==> src/rtl/tmds_channel_encoder_pkg.sv <==
// Shared HDMI TMDS definitions: period-type enum, fixed control/guard-band
// words and the TERC4 code table. All words are written bit 9 .. bit 0.
package hdmi_pkg;

    typedef enum logic [2:0] {
        MODE_CTRL      = 3'd0,
        MODE_VIDEO     = 3'd1,
        MODE_VIDEO_GB  = 3'd2,
        MODE_ISLAND    = 3'd3,
        MODE_ISLAND_GB = 3'd4
    } tmds_mode_e;

    localparam logic [9:0] CTRL_00 = 10'b1101010100;
    localparam logic [9:0] CTRL_01 = 10'b0010101011;
    localparam logic [9:0] CTRL_10 = 10'b0101010100;
    localparam logic [9:0] CTRL_11 = 10'b1010101011;

    localparam logic [9:0] VGB_CH02 = 10'b1011001100;
    localparam logic [9:0] VGB_CH1  = 10'b0100110011;
    localparam logic [9:0] IGB_CH12 = 10'b0100110011;

    localparam logic [9:0] TERC4_TABLE [16] = '{
        10'b1010011100, 10'b1001100011, 10'b1011100100, 10'b1011100010,
        10'b0101110001, 10'b0100011110, 10'b0110001110, 10'b0100111100,
        10'b1011001100, 10'b0100111001, 10'b0110011100, 10'b1011000110,
        10'b1010001110, 10'b1001110001, 10'b0101100011, 10'b1011000011
    };

endpackage

==> src/rtl/tmds_channel_encoder_if.sv <==
// Per-lane symbol bus between the timing generator and the TMDS encoder.
interface tmds_channel_encoder_if #(
    parameter int BAL_W = 8
);
    logic [2:0]              mode;
    logic [7:0]              data;
    logic [1:0]              control_data;
    logic [3:0]              terc4_data;
    logic [9:0]              encoded_data;
    logic signed [BAL_W-1:0] disparity;

    modport master (
        output mode, data, control_data, terc4_data,
        input  encoded_data, disparity
    );

    modport slave (
        input  mode, data, control_data, terc4_data,
        output encoded_data, disparity
    );
endinterface

==> src/rtl/tmds_channel_encoder_terc4_lut.sv <==
// Combinational TERC4 nibble to 10-bit symbol lookup.
module tmds_terc4_lut
    import hdmi_pkg::*;
(
    input  logic [3:0] nibble,
    output logic [9:0] symbol
);
    assign symbol = TERC4_TABLE[nibble];
endmodule

==> src/rtl/tmds_channel_encoder.sv <==
// Two-stage HDMI TMDS lane encoder: stage 1 does the 8b/10b transition
// minimisation, stage 2 the DC-balance decision and period-type muxing.
module tmds_channel_encoder
    import hdmi_pkg::*;
#(
    parameter int CHANNEL = 0,
    parameter int BAL_W   = 8
) (
    input  logic                    pix_clock,
    input  logic                    reset,
    tmds_channel_encoder_if.slave   bus
);

    localparam logic [BAL_W-1:0] TWO = BAL_W'(2);

    // ---------------- stage 1 ----------------
    tmds_mode_e mode_in;
    logic [3:0] n1_data;
    logic       use_xnor;
    logic [8:0] qm;

    always_comb begin
        mode_in  = (bus.mode > 3'd4) ? MODE_CTRL : tmds_mode_e'(bus.mode);
        n1_data  = 4'($countones(bus.data));
        use_xnor = (n1_data > 4'd4) || (n1_data == 4'd4 && !bus.data[0]);
        qm       = '0;
        qm[0]    = bus.data[0];
        for (int i = 1; i < 8; i++)
            qm[i] = use_xnor ? ~(qm[i-1] ^ bus.data[i]) : (qm[i-1] ^ bus.data[i]);
        qm[8]    = ~use_xnor;
    end

    tmds_mode_e s1_mode;
    logic [1:0] s1_ctrl;
    logic [3:0] s1_terc4;
    logic [8:0] s1_qm;
    logic [3:0] s1_n1;

    always_ff @(posedge pix_clock) begin
        if (reset) begin
            s1_mode  <= MODE_CTRL;
            s1_ctrl  <= '0;
            s1_terc4 <= '0;
            s1_qm    <= '0;
            s1_n1    <= '0;
        end else begin
            s1_mode  <= mode_in;
            s1_ctrl  <= bus.control_data;
            s1_terc4 <= bus.terc4_data;
            s1_qm    <= qm;
            s1_n1    <= 4'($countones(qm[7:0]));
        end
    end

    // ---------------- stage 2 ----------------
    logic [3:0] lut_in;
    logic [9:0] lut_out;

    // One LUT serves both ISLAND data and the lane-0 island guard band.
    assign lut_in = (s1_mode == MODE_ISLAND_GB) ? {2'b11, s1_ctrl} : s1_terc4;

    tmds_terc4_lut u_terc4 (
        .nibble (lut_in),
        .symbol (lut_out)
    );

    logic [9:0]              enc_q;
    logic signed [BAL_W-1:0] cnt_q;
    logic signed [BAL_W-1:0] n1s, n0s, cnt_video, cnt_next;
    logic [9:0]              q_video, sym_next;
    logic                    cnt_pos, cnt_neg;

    always_comb begin
        n1s     = BAL_W'(s1_n1);
        n0s     = BAL_W'(4'd8 - s1_n1);
        cnt_neg = cnt_q[BAL_W-1];
        cnt_pos = !cnt_q[BAL_W-1] && (cnt_q != '0);

        if (s1_n1 == 4'd4 || cnt_q == '0) begin
            q_video   = {~s1_qm[8], s1_qm[8], s1_qm[8] ? s1_qm[7:0] : ~s1_qm[7:0]};
            cnt_video = s1_qm[8] ? (cnt_q + n1s - n0s) : (cnt_q + n0s - n1s);
        end else if ((cnt_pos && s1_n1 > 4'd4) || (cnt_neg && s1_n1 < 4'd4)) begin
            q_video   = {1'b1, s1_qm[8], ~s1_qm[7:0]};
            cnt_video = cnt_q + (s1_qm[8] ? TWO : '0) + n0s - n1s;
        end else begin
            q_video   = {1'b0, s1_qm[8], s1_qm[7:0]};
            cnt_video = cnt_q + n1s - n0s - (s1_qm[8] ? '0 : TWO);
        end

        // Any non-VIDEO symbol restarts the running disparity.
        cnt_next = '0;
        case (s1_mode)
            MODE_VIDEO: begin
                sym_next = q_video;
                cnt_next = cnt_video;
            end
            MODE_VIDEO_GB:  sym_next = (CHANNEL == 1) ? VGB_CH1 : VGB_CH02;
            MODE_ISLAND:    sym_next = lut_out;
            MODE_ISLAND_GB: sym_next = (CHANNEL == 0) ? lut_out : IGB_CH12;
            default: begin
                case (s1_ctrl)
                    2'b00:   sym_next = CTRL_00;
                    2'b01:   sym_next = CTRL_01;
                    2'b10:   sym_next = CTRL_10;
                    default: sym_next = CTRL_11;
                endcase
            end
        endcase
    end

    always_ff @(posedge pix_clock) begin
        if (reset) begin
            enc_q <= CTRL_00;
            cnt_q <= '0;
        end else begin
            enc_q <= sym_next;
            cnt_q <= cnt_next;
        end
    end

    assign bus.encoded_data = enc_q;
    assign bus.disparity    = cnt_q;

endmodule

==> src/flat_wrapper.sv <==
// flat-port wrapper written by rule: the top's interface ports become plain ports
module tmds_channel_encoder_flat import hdmi_pkg::*;
#(
    parameter int CHANNEL = 0,
    parameter int BAL_W   = 8
)
  (pix_clock, reset, bus_mode, bus_data, bus_control_data, bus_terc4_data, bus_encoded_data, bus_disparity);
  tmds_channel_encoder_if #(.BAL_W(BAL_W)) bus_i ();
  input  logic pix_clock;
  input  logic reset;
  input wire logic [$bits(bus_i.mode)-1:0] bus_mode;
  input wire logic [$bits(bus_i.data)-1:0] bus_data;
  input wire logic [$bits(bus_i.control_data)-1:0] bus_control_data;
  input wire logic [$bits(bus_i.terc4_data)-1:0] bus_terc4_data;
  output wire logic [$bits(bus_i.encoded_data)-1:0] bus_encoded_data;
  output wire logic [$bits(bus_i.disparity)-1:0] bus_disparity;
  assign bus_i.mode = bus_mode;
  assign bus_i.data = bus_data;
  assign bus_i.control_data = bus_control_data;
  assign bus_i.terc4_data = bus_terc4_data;
  assign bus_encoded_data = bus_i.encoded_data;
  assign bus_disparity = bus_i.disparity;
  tmds_channel_encoder #(.CHANNEL(CHANNEL), .BAL_W(BAL_W)) u_core (.pix_clock(pix_clock), .reset(reset), .bus(bus_i));
endmodule
==> config.mk <==
export PLATFORM = sky130hd
export DESIGN_NAME = tmds_channel_encoder_flat
export DESIGN_NICKNAME = d
export VERILOG_FILES = /design/src/rtl/tmds_channel_encoder_pkg.sv /design/src/rtl/tmds_channel_encoder_if.sv /design/src/rtl/tmds_channel_encoder_terc4_lut.sv /design/src/rtl/tmds_channel_encoder.sv /design/src/flat_wrapper.sv
export SDC_FILE = /design/constraint.sdc
export NUM_CORES = 1
export LEC_CHECK = 0
export CAP_MARGIN = 25
export CORE_ASPECT_RATIO = 2
export CORE_MARGIN = 8
export CORE_UTILIZATION = 27
export DETAILED_ROUTE_END_ITERATION = 8
export GPL_TIMING_DRIVEN = 0
export REMOVE_ABC_BUFFERS = 1
export SYNTH_ARGS = -nofsm -noshare
export SYNTH_HDL_FRONTEND = slang
export SYNTH_HIERARCHICAL = 1
export SYNTH_SLANG_ARGS = --single-unit
==> constraint.sdc <==
create_clock -name pix_clock -period 17.7 [get_ports pix_clock]
set_input_delay 2.655 -clock pix_clock [delete_from_list [all_inputs] [get_ports pix_clock]]
set_output_delay 2.655 -clock pix_clock [all_outputs]
set_load 0.02 [all_outputs]
# --- Yosys cells after proc, flatten, opt, wreduce, memory -nomap -nowiden ---
# Memory sizes are Yosys's and may differ from the RTL's.
# Cells that the tools add are included.
classes:
  add_sub_neg: 25
  order_cmp: 5
  eq_ne: 8
  muxes: 20
  n_bitwise: 19
  n_reduce_logical: 15
ops:
  columns: ["operator", "n"]
  rows:
  - ["10-bit case mux with 3 select lines", 2]
  - ["10-bit 2-to-1 mux", 4]
  - ["8-bit 2-to-1 mux", 4]
  - ["4-bit adder", 6]
  - ["8-bit adder", 3]
  - ["8-bit subtractor", 3]
  - ["1-bit by 1-bit adder with 2-bit output", 8]
  - ["1-bit inverter", 10]
  - ["8-bit by 4-bit adder with 8-bit output", 1]
  - ["8-bit by 5-bit adder with 8-bit output", 1]
  - ["4-bit by 3-bit == test with 1-bit output, second input constant", 2]
  - ["4-bit by 3-bit greater-than comparator with 1-bit output, second input constant", 2]
  - ["8-bit zero test", 1]
  - ["8-bit inverter", 1]
  - ["8-bit nonzero test", 1]
  - ["8-bit by 4-bit subtractor with 8-bit output", 1]
  - ["8-bit by 5-bit subtractor with 8-bit output", 1]
  - ["1-bit 2-to-1 mux", 7]
  - ["1-bit XOR", 7]
  - ["3-bit by 2-bit == test with 1-bit output, second input constant", 2]
  - ["2-bit OR reduction", 3]
  - ["5-bit greater-or-equal comparator, second input constant", 1]
  - ["4-bit inverter with 5-bit output", 1]
  - ["4-bit by 4-bit subtractor with 5-bit output, first input constant", 1]
  - ["12 further kinds", 19]
totals:
  reg_bits: 40
  mem_bits_ro: 160
  inputBits: 19
  output_inout_bits: 18
  wordCells: 100
  memories: 1
memory_table:
  columns: ["memory", "depth", "word_bits", "read_ports", "rd_ports_with_merged_regs", "wr", "line", "source"]
  rows:
  - ["(name not given)", 16, 10, 1, 0, 0, "tmds_channel_encoder_terc4_lut.sv:8", "assign symbol = TERC4_TABLE[nibble];"]

# --- Longest topological paths before layout ---
# Gate-level depths: netlist of run 1.
depth:
  word_depth: 28
  mapped_depth: 20
  depth_no_buf: 20

# --- By module ---
# The synthesis of run 1 kept the hierarchy.
by_module_without_submodules:
  columns: ["mod", "instances", "cells_each", "area_each_um2", "seq_area_each_um2"]
  rows:
  - ["tmds_channel_encoder", 1, 440, 3880.0, 800.8]
  - ["tmds_terc4_lut", 1, 46, 327.8, 0.0]

# --- Worst setup path before layout of run 1 ---
# Ideal clock, no wire load.
synth_path:
  path_kind: "input -> register"
  from: "in bus_data[0]"
  to: "reg u_core.s1_n1[2]"
  setup_ns: 0.128
  arrival_time_ns: 8.026
  t_required_ns: 17.572
  slack_ns: 9.546
  path_stages: 20
  path_buffers: 0
  cell_sequence: "inv_1 > fa_1 > fa_1 > fa_1 > inv_1 > ha_1 > fa_1 > nor3b_1 > o21ai_0 > a21oi_1 > xor2_1 > fa_1 > fa_1 > inv_1 > fa_1 > ha_1 > inv_1 > fa_1 > xor2_1 > nor2_1"
synth_via:
  elab_chain_len: 28
  elab_cells_between_ends: 36
  cone_classes: "10 x add/sub; 1 x order compare; 1 x eq/ne; 7 x mux; 14 x bitwise; 3 x reduce/logical"
synth_lines:
  columns: ["item", "line", "source"]
  rows:
  - ["start, declared", "flat_wrapper.sv:12", "input wire logic [$bits(bus_i.data)-1:0] bus_data;"]
  - ["branches (longest 27 deep; another with 4-bit adder)", null, null]
  - ["4-bit adder (implied by the code) (*)", "tmds_channel_encoder.sv:51", "s1_n1 <= 4'($countones(qm[7:0]));"]
  - ["end signal, assigned", "tmds_channel_encoder.sv:51", null]
  - ["end, declared", "tmds_channel_encoder.sv:37", "logic [3:0] s1_n1;"]
# Every way passes the cells marked *.
# A chain may end at the register's enable or synchronous reset.

# --- Worst setup path in the final report of run 1 ---
# Same ends and word-level chain as after synthesis.

==> results of run 1 <==
-- logic make-up (layout without fill, tap and decap cells) --
group                    count (synthesis)  in the layout
AO/OA/AOI/OAI                          114            114
AND/OR/NAND/NOR                        109            109
adder cells (fa/ha/maj)                 82             82
buffers and inverters                   79            111
XOR/XNOR                                49             49
flip-flops                              40             40
multiplexers                            13             13
-- registers in the layout, summed over array words and instances, names as in the netlist --
register / cells
u_core/s1_ctrl: 2
u_core/s1_n1: 4
u_core/s1_mode: 3
u_core/s1_terc4: 4
u_core/bus.disparity: 8
u_core/s1_qm: 9
u_core/bus.encoded_data: 10
-- Yosys cell counts, types with 7 or more instances --
library cell / number
sky130_fd_sc_hd__inv_1: 64
sky130_fd_sc_hd__ha_1: 61
sky130_fd_sc_hd__dfxtp_1: 40
sky130_fd_sc_hd__nor2_1: 32
sky130_fd_sc_hd__xnor2_1: 29
sky130_fd_sc_hd__a21oi_1: 27
sky130_fd_sc_hd__nand2_1: 25
sky130_fd_sc_hd__o21ai_0: 22
sky130_fd_sc_hd__fa_1: 20
sky130_fd_sc_hd__a211oi_1: 16
sky130_fd_sc_hd__nor2b_1: 16
sky130_fd_sc_hd__xor2_1: 16
sky130_fd_sc_hd__mux2i_1: 9
sky130_fd_sc_hd__clkbuf_1: 8
sky130_fd_sc_hd__o22ai_1: 8
sky130_fd_sc_hd__nor3_1: 7
-- area by class of cell --
class | count | area, sq um
Inverter | 64 | 240
Fill cell | 1542 | 10300
Timing Repair Buffer | 39 | 404
Tap cell | 198 | 248
Clock buffer | 5 | 125
Sequential cell | 40 | 801
Clock inverter | 3 | 42.5
Multi-Input combinational cell | 367 | 3090
-- worst paths after layout --
check                                                        endpoint  depth (start not counted)  slack (ns)
worst max register to register     u_core/bus.disparity[7]$_SDFF_PP0_                         15       13.72
worst min register to register  u_core/bus.encoded_data[0]$_SDFF_PP0_                          2        0.54
worst max-delay path                       u_core/s1_n1[2]$_SDFF_PP0_                         21        8.91
worst min-delay path            u_core/bus.encoded_data[0]$_SDFF_PP0_                          2        0.54
-- critical path, delay by kind of cell --
kind	cells	cell delay [ns]
AO/OA/AOI/OAI	2	0.62
XOR/XNOR	2	0.44
adder cells (fa/ha/maj)	10	4.14
buffers and inverters	5	0.77
AND/OR/NAND/NOR	2	0.32
-- per-stage QoR --
| stage | hold slack [ns] | setup slack [ns] |
|---|---|---|
| final | 0.539 | 8.91 |
| after global routing | 0.589 | 8.65 |
| after CTS | 0.545 | 8.84 |
| after detailed placement | 0.537 | 8.56 |
| after global placement | 0.540 | 8.69 |
| after floorplan | 0.505 | 9.56 |
-- routing by layer --
layer / vias to the layer above / global-route usage [%]
li1: 1707 / -
met1: 1648 / 9.95
met2: 63 / 20.8
met3: 22 / 1.27
met4: 0 / 5.61
met5: - / 0
==> impl_metrics.sql, run 1 <==
INSERT INTO impl_metrics (metric_group, metric, value, unit) VALUES
('outcome', 'outcome', 'complete, no violations', ''),
('cts', 'cts-resized-gates', '0', ''),
('yosys', 'synth.yosys.warnings', '6', ''),
('layout', 'most-common-layout-cells', 'sky130_fd_sc_hd__inv_1, sky130_fd_sc_hd__ha_1, sky130_fd_sc_hd__dfxtp_1', ''),
('timing', 'timing.final.max_slew_violations', '0', ''),
('timing', 'layout_worst_path_cycle_share', '49.6', '%'),
('routing', 'wl_met2', '5890', 'um'),
('cts', 'post_cts_buffers', '0', ''),
('layout', 'area.growth.synth_to_final', '17.6', '%'),
('hold_path', 'hold_path.class', 'flip-flop to flip-flop', ''),
('routing', 'top_signal_layer_used', 'met4', ''),
('global_routing', 'grt_start_max_net_pins', '32', ''),
('yosys', 'synthTopCellsByArea', 'sky130_fd_sc_hd__dfxtp_1, sky130_fd_sc_hd__ha_1, sky130_fd_sc_hd__fa_1', ''),
('routing', 'vias_per_cell', '4.80', ''),
('run', 'timing.max_cap.violations', '0', ''),
('timing', 'maxClockFrequency', '114', 'MHz'),
('yosys', 'yosysSeqAreaShare', '19.0', '%'),
('timing', 'slew-limit-headroom', '54.0', '%'),
('yosys', 'synth_top_area_cell', 'sky130_fd_sc_hd__dfxtp_1', ''),
('cts', 'clk_transition_reported_paths', '0.06', 'ns'),
('worst_setup_path', 'timing.critical_path.required', '17.88', 'ns'),
('worst_setup_path', 'worst_setup_path_start_kind', 'input pin', ''),
('worst_setup_path', 'crit_path_start', 'bus_data[0]', ''),
('worst_setup_path', 'setup.worst_path.end_class', 'flip-flop', ''),
('placed_design', 'io_buffers', '36', ''),
('timing', 'timing.setup.tns', '0', 'ns'),
('yosys', 'synth.area.mux_share', '3.30', '%'),
('routing', 'drtPass1Iterations', '4', ''),
('global_routing', 'antenna_found_initial', '0', ''),
('die', 'initial_core_util', '27.5', '%'),
('layout', 'mostFrequentLayoutCell', 'sky130_fd_sc_hd__inv_1', ''),
('timing', 'report.final.setup_viol', '0', ''),
('timing', 'report.final.hold_viol_count', '0', ''),
('hold_path', 'min-delay-start', 'u_core/s1_qm[0]$_SDFF_PP0_', ''),
('routing', 'avgRoutedWirePerCell', '14.4', 'um'),
('yosys', 'async_reset_ff_share', '0', '%'),
('routing', 'remaining_drc_errors', '0', ''),
('die', 'floorplan.die.width', '104', 'um'),
('yosys', 'synth_fa_ha_area_share', '27.9', '%'),
('timing', 'setup_repair_after_global_routing_missed_its_margin', 'false', ''),
('routing', 'first_iter_violations', '118', ''),
('worst_setup_path', 'cp_cell_sequence', 'clkdlybuf4s50_1, inv_1, fa_1, fa_1, fa_1, inv_1, ha_1, fa_1, nor3b_1, o21ai_0, a21oi_1, xor2_1, fa_1, fa_1, inv_1, fa_1, ha_1, inv_1, fa_1, xor2_1, nor2_1', ''),
('routing', 'routed_wl', '10300', 'um'),
('worst_setup_path', 'rr_startpoint', 'u_core/s1_n1[1]$_SDFF_PP0_', ''),
('cts', 'cts_num_sinks', '40', ''),
('cts', 'cts_tree', 'done', ''),
('worst_setup_path', 'crit_top_cell', 'sky130_fd_sc_hd__fa_1', ''),
('cts', 'cts_max_level', '2', ''),
('yosys', 'netlist.area_leader.share', '19.0', '%'),
('timing', 'layout_min_cycle_time', '8.79', 'ns'),
('layout', 'final_core_utilization', '32.4', '%'),
('worst_setup_path', 'path_max_fanout', '5', ''),
('yosys', 'synth_enable_flop_cells', '0', ''),
('routing', 'vias_post_dr', '3440', ''),
('die', 'ios', '37', ''),
('global_routing', 'first_global_vias', '3592', ''),
('cts', 'cts_hold_buffers', '0', ''),
('placed_design', 'place.gp.congestion', '0.865', ''),
('layout', 'layout.cells.non_filler', '716', ''),
('worst_setup_path', 'cp_slowest_stage_delay', '0.57', 'ns'),
('yosys', 'compound_gate_fraction_of_synth_area', '17.6', '%'),
('placed_design', 'dp.cells', '706', ''),
('cts', 'cts_inserted_buffers', '5', ''),
('yosys', 'synth.ff_latch_count', '40', ''),
('global_routing', 'grt_overflow', '0', ''),
('routing', 'dr_wl_met3', '235', 'um'),
('routing', 'ant_nets', '0', ''),
('yosys', 'postSynthCellCount', '486', ''),
('die', 'die-area', '20100', 'sq um'),
('global_routing', 'grt_usage', '10.4', '%'),
('yosys', 'yosysUniqueCellTypes', '55', '');
Power of run 1 is left out: the tool's default activity adds up to more than one toggle a clock period on the data nets, which glitch-free logic cannot reach.
==> inputs of run 2 (changes only) <==
==> constraint.sdc (replaced) <==
create_clock -name pix_clock -period 7.5 [get_ports pix_clock]
set_input_delay 1.125 -clock pix_clock [delete_from_list [all_inputs] [get_ports pix_clock]]
set_output_delay 1.125 -clock pix_clock [all_outputs]
set_load 0.02 [all_outputs]
==> run 2 against run 1 <==
First-iteration DRC count is 3.4% higher. Critical path type unchanged. Cell count stayed put. Core utilization hardly changed. Flip-flop and latch count stayed put. Via count hardly changed.
==> impl_metrics.sql, run 2 (synthesized netlist as in run 1, its figures left out) <==
INSERT INTO impl_metrics (metric_group, metric, value, unit) VALUES
('cts', 'cts_max_level', '2', ''),
('global_routing', 'first_global_vias', '3592', ''),
('layout', 'post_route_cells_drive_above_1_share', '5.21', '%'),
('routing', 'vias_per_cell', '4.80', ''),
('cts', 'post_cts_buffers', '0', ''),
('worst_setup_path', 'worstSetupPathType', 'input pin to flip-flop', ''),
('die', 'initial_core_util', '27.5', '%'),
('timing', 'timing.final.max_slew_violations', '0', ''),
('layout', 'layout.cell_area.non_filler', '4950', 'sq um'),
('hold_path', 'hold_path.class', 'flip-flop to flip-flop', ''),
('routing', 'remaining_drc_errors', '0', ''),
('cts', 'cts.root.buffer_cell', 'sky130_fd_sc_hd__clkbuf_16', ''),
('hold_path', 'min-delay-start', 'u_core/s1_qm[0]$_SDFF_PP0_', ''),
('die', 'ios', '37', ''),
('die', 'floorplan.die.width', '104', 'um'),
('routing', 'first_iter_violations', '122', ''),
('worst_setup_path', 'timing.critical_path.required', '7.68', 'ns'),
('routing', 'ant_nets', '0', ''),
('global_routing', 'antenna_found_initial', '0', ''),
('timing', 'whs', '0.539', 'ns'),
('layout', 'area.growth.synth_to_final', '17.7', '%'),
('cts', 'cts_hold_buffers', '0', ''),
('cts', 'clk_transition_reported_paths', '0.06', 'ns'),
('timing', 'worst-slew-pin-transition', '0.678', 'ns'),
('die', 'floorplan.rows', '64', ''),
('timing', 'slew-limit-headroom', '54.8', '%'),
('outcome', 'outcome', 'complete, no violations', ''),
('cts', 'cts_tree', 'done', ''),
('timing', 'clock-skew-final', '0.00647', 'ns'),
('layout', 'fin_nets', '617', ''),
('cts', 'clock_insertion_delay_at_the_later_pin_of_the_skew_report', '0.29', 'ns'),
('placed_design', 'instance_area_at_placement', '4750', 'sq um'),
('die', 'fp.dieH', '193', 'um'),
('layout', 'final_core_utilization', '32.4', '%'),
('global_routing', 'grt_start_max_net_pins', '32', ''),
('timing', 'setup_repair_after_global_routing_missed_its_margin', 'false', ''),
('worst_setup_path', 'cp_cell_sequence', 'clkdlybuf4s50_1, inv_1, fa_1, fa_1, fa_1, inv_1, ha_1, fa_1, nor3b_1, o21ai_0, a21oi_2, xor2_1, fa_1, fa_1, inv_1, fa_1, ha_1, inv_1, fa_1, xor2_1, nor2_1', ''),
('global_routing', 'grt_overflow', '0', ''),
('global_routing', 'groute.layer.met1.usage', '9.95', '%'),
('worst_setup_path', 'timing.critical_path.arrival', '7.28', 'ns'),
('worst_setup_path', 'path_max_fanout', '5', ''),
('global_routing', 'gr_met2_demand_resource', '20.8', '%'),
('global_routing', 'grt_usage', '10.4', '%'),
('routing', 'avgRoutedWirePerCell', '14.4', 'um'),
('routing', 'vias_post_dr', '3437', ''),
('worst_setup_path', 'crit_slowest_cell', 'sky130_fd_sc_hd__fa_1', ''),
('routing', 'routed_wl', '10300', 'um'),
('timing', 'layout_worst_path_cycle_share', '94.7', '%'),
('worst_setup_path', 'rr_startpoint', 'u_core/s1_n1[0]$_SDFF_PP0_', ''),
('global_routing', 'globalRouteMet3Util', '1.27', '%'),
('layout', 'most-common-layout-cells', 'sky130_fd_sc_hd__inv_1, sky130_fd_sc_hd__ha_1, sky130_fd_sc_hd__dfxtp_1', ''),
('run', 'timing.max_cap.violations', '0', ''),
('worst_setup_path', 'setup.worst_path.end_class', 'flip-flop', ''),
('timing', 'timing.setup.tns', '0', 'ns'),
('global_routing', 'first_pass_grt_wire_length', '17100', 'um'),
('routing', 'drtPass1Iterations', '4', ''),
('placed_design', 'io_buffers', '36', ''),
('worst_setup_path', 'worst_setup_path_start_kind', 'input pin', ''),
('layout', 'largest_register_ff_count', '10', ''),
('timing', 'maxClockFrequency', '141', 'MHz'),
('worst_setup_path', 'cp_slowest_stage_delay', '0.57', 'ns'),
('worst_setup_path', 'crit_top_cell', 'sky130_fd_sc_hd__fa_1', ''),
('layout', 'mostFrequentLayoutCell', 'sky130_fd_sc_hd__inv_1', ''),
('cts', 'cts_num_sinks', '40', ''),
('global_routing', 'grt.busiest_layer', 'met2', ''),
('timing', 'report.final.setup_viol', '0', ''),
('placed_design', 'hpwl', '8520', 'um'),
('die', 'coreArea', '15300', 'sq um'),
('worst_setup_path', 'crit_path_start', 'bus_data[0]', ''),
('placed_design', 'place.gp.congestion', '0.865', ''),
('timing', 'report.final.hold_viol_count', '0', ''),
('die', 'die-area', '20100', 'sq um'),
('cts', 'clock_path_buffers', '2', ''),
('layout', 'antenna_cells', '0', ''),
('cts', 'cts_inserted_buffers', '5', ''),
('timing', 'layout_min_cycle_time', '7.10', 'ns');
-- run 2: routing by layer --
metal	routed length, um	share of wire [%]
met4	393	3.8
met1	3740	36
met3	265	2.6
met5	0	0
met2	5920	57
-- run 2: what timing repair did --
item	4_1_cts	5_1_grt
setup endpoints to repair	0	1
endpoints found under the hold margin	0	0
resized for setup	0	1
-- run 2: critical path, delay by kind of cell --
kind / cells / cell delay [ns]
compound gates: 2 / 0.48
xor+xnor: 2 / 0.43
fa+ha+maj: 10 / 4.15
buf+inv: 5 / 0.77
simple gates: 2 / 0.32
-- run 2: path summary, 6_finish.rpt --
check | endpoint | slack, ns | cells after the start
setup reg to reg | u_core/bus.disparity[7]$_SDFF_PP0_ | 3.50 | 15
hold reg to reg | u_core/bus.encoded_data[0]$_SDFF_PP0_ | 0.54 | 2
setup / recovery | u_core/s1_n1[2]$_SDFF_PP0_ | 0.40 | 21
hold / removal | u_core/bus.encoded_data[0]$_SDFF_PP0_ | 0.54 | 2
-- run 2: area by class of cell --
cell class                 count  area (sq um)
tap                          198           248
sequential                    40           801
timing repair buffer          39           404
multi-input combinational    367          3090
fill                        1543         10300
clock buffer                   5           125
inverter                      64           240
clock inverter                 3          42.5
-- run 2: stage by stage --
stage               setup WS, ns  cells
floorplan                  0.890    471
global placement          0.0242    705
detailed placement        -0.114    706
CTS                        0.174    714
global route               0.127    716
finish                     0.395    716
Power of run 2 is left out for the same reason.
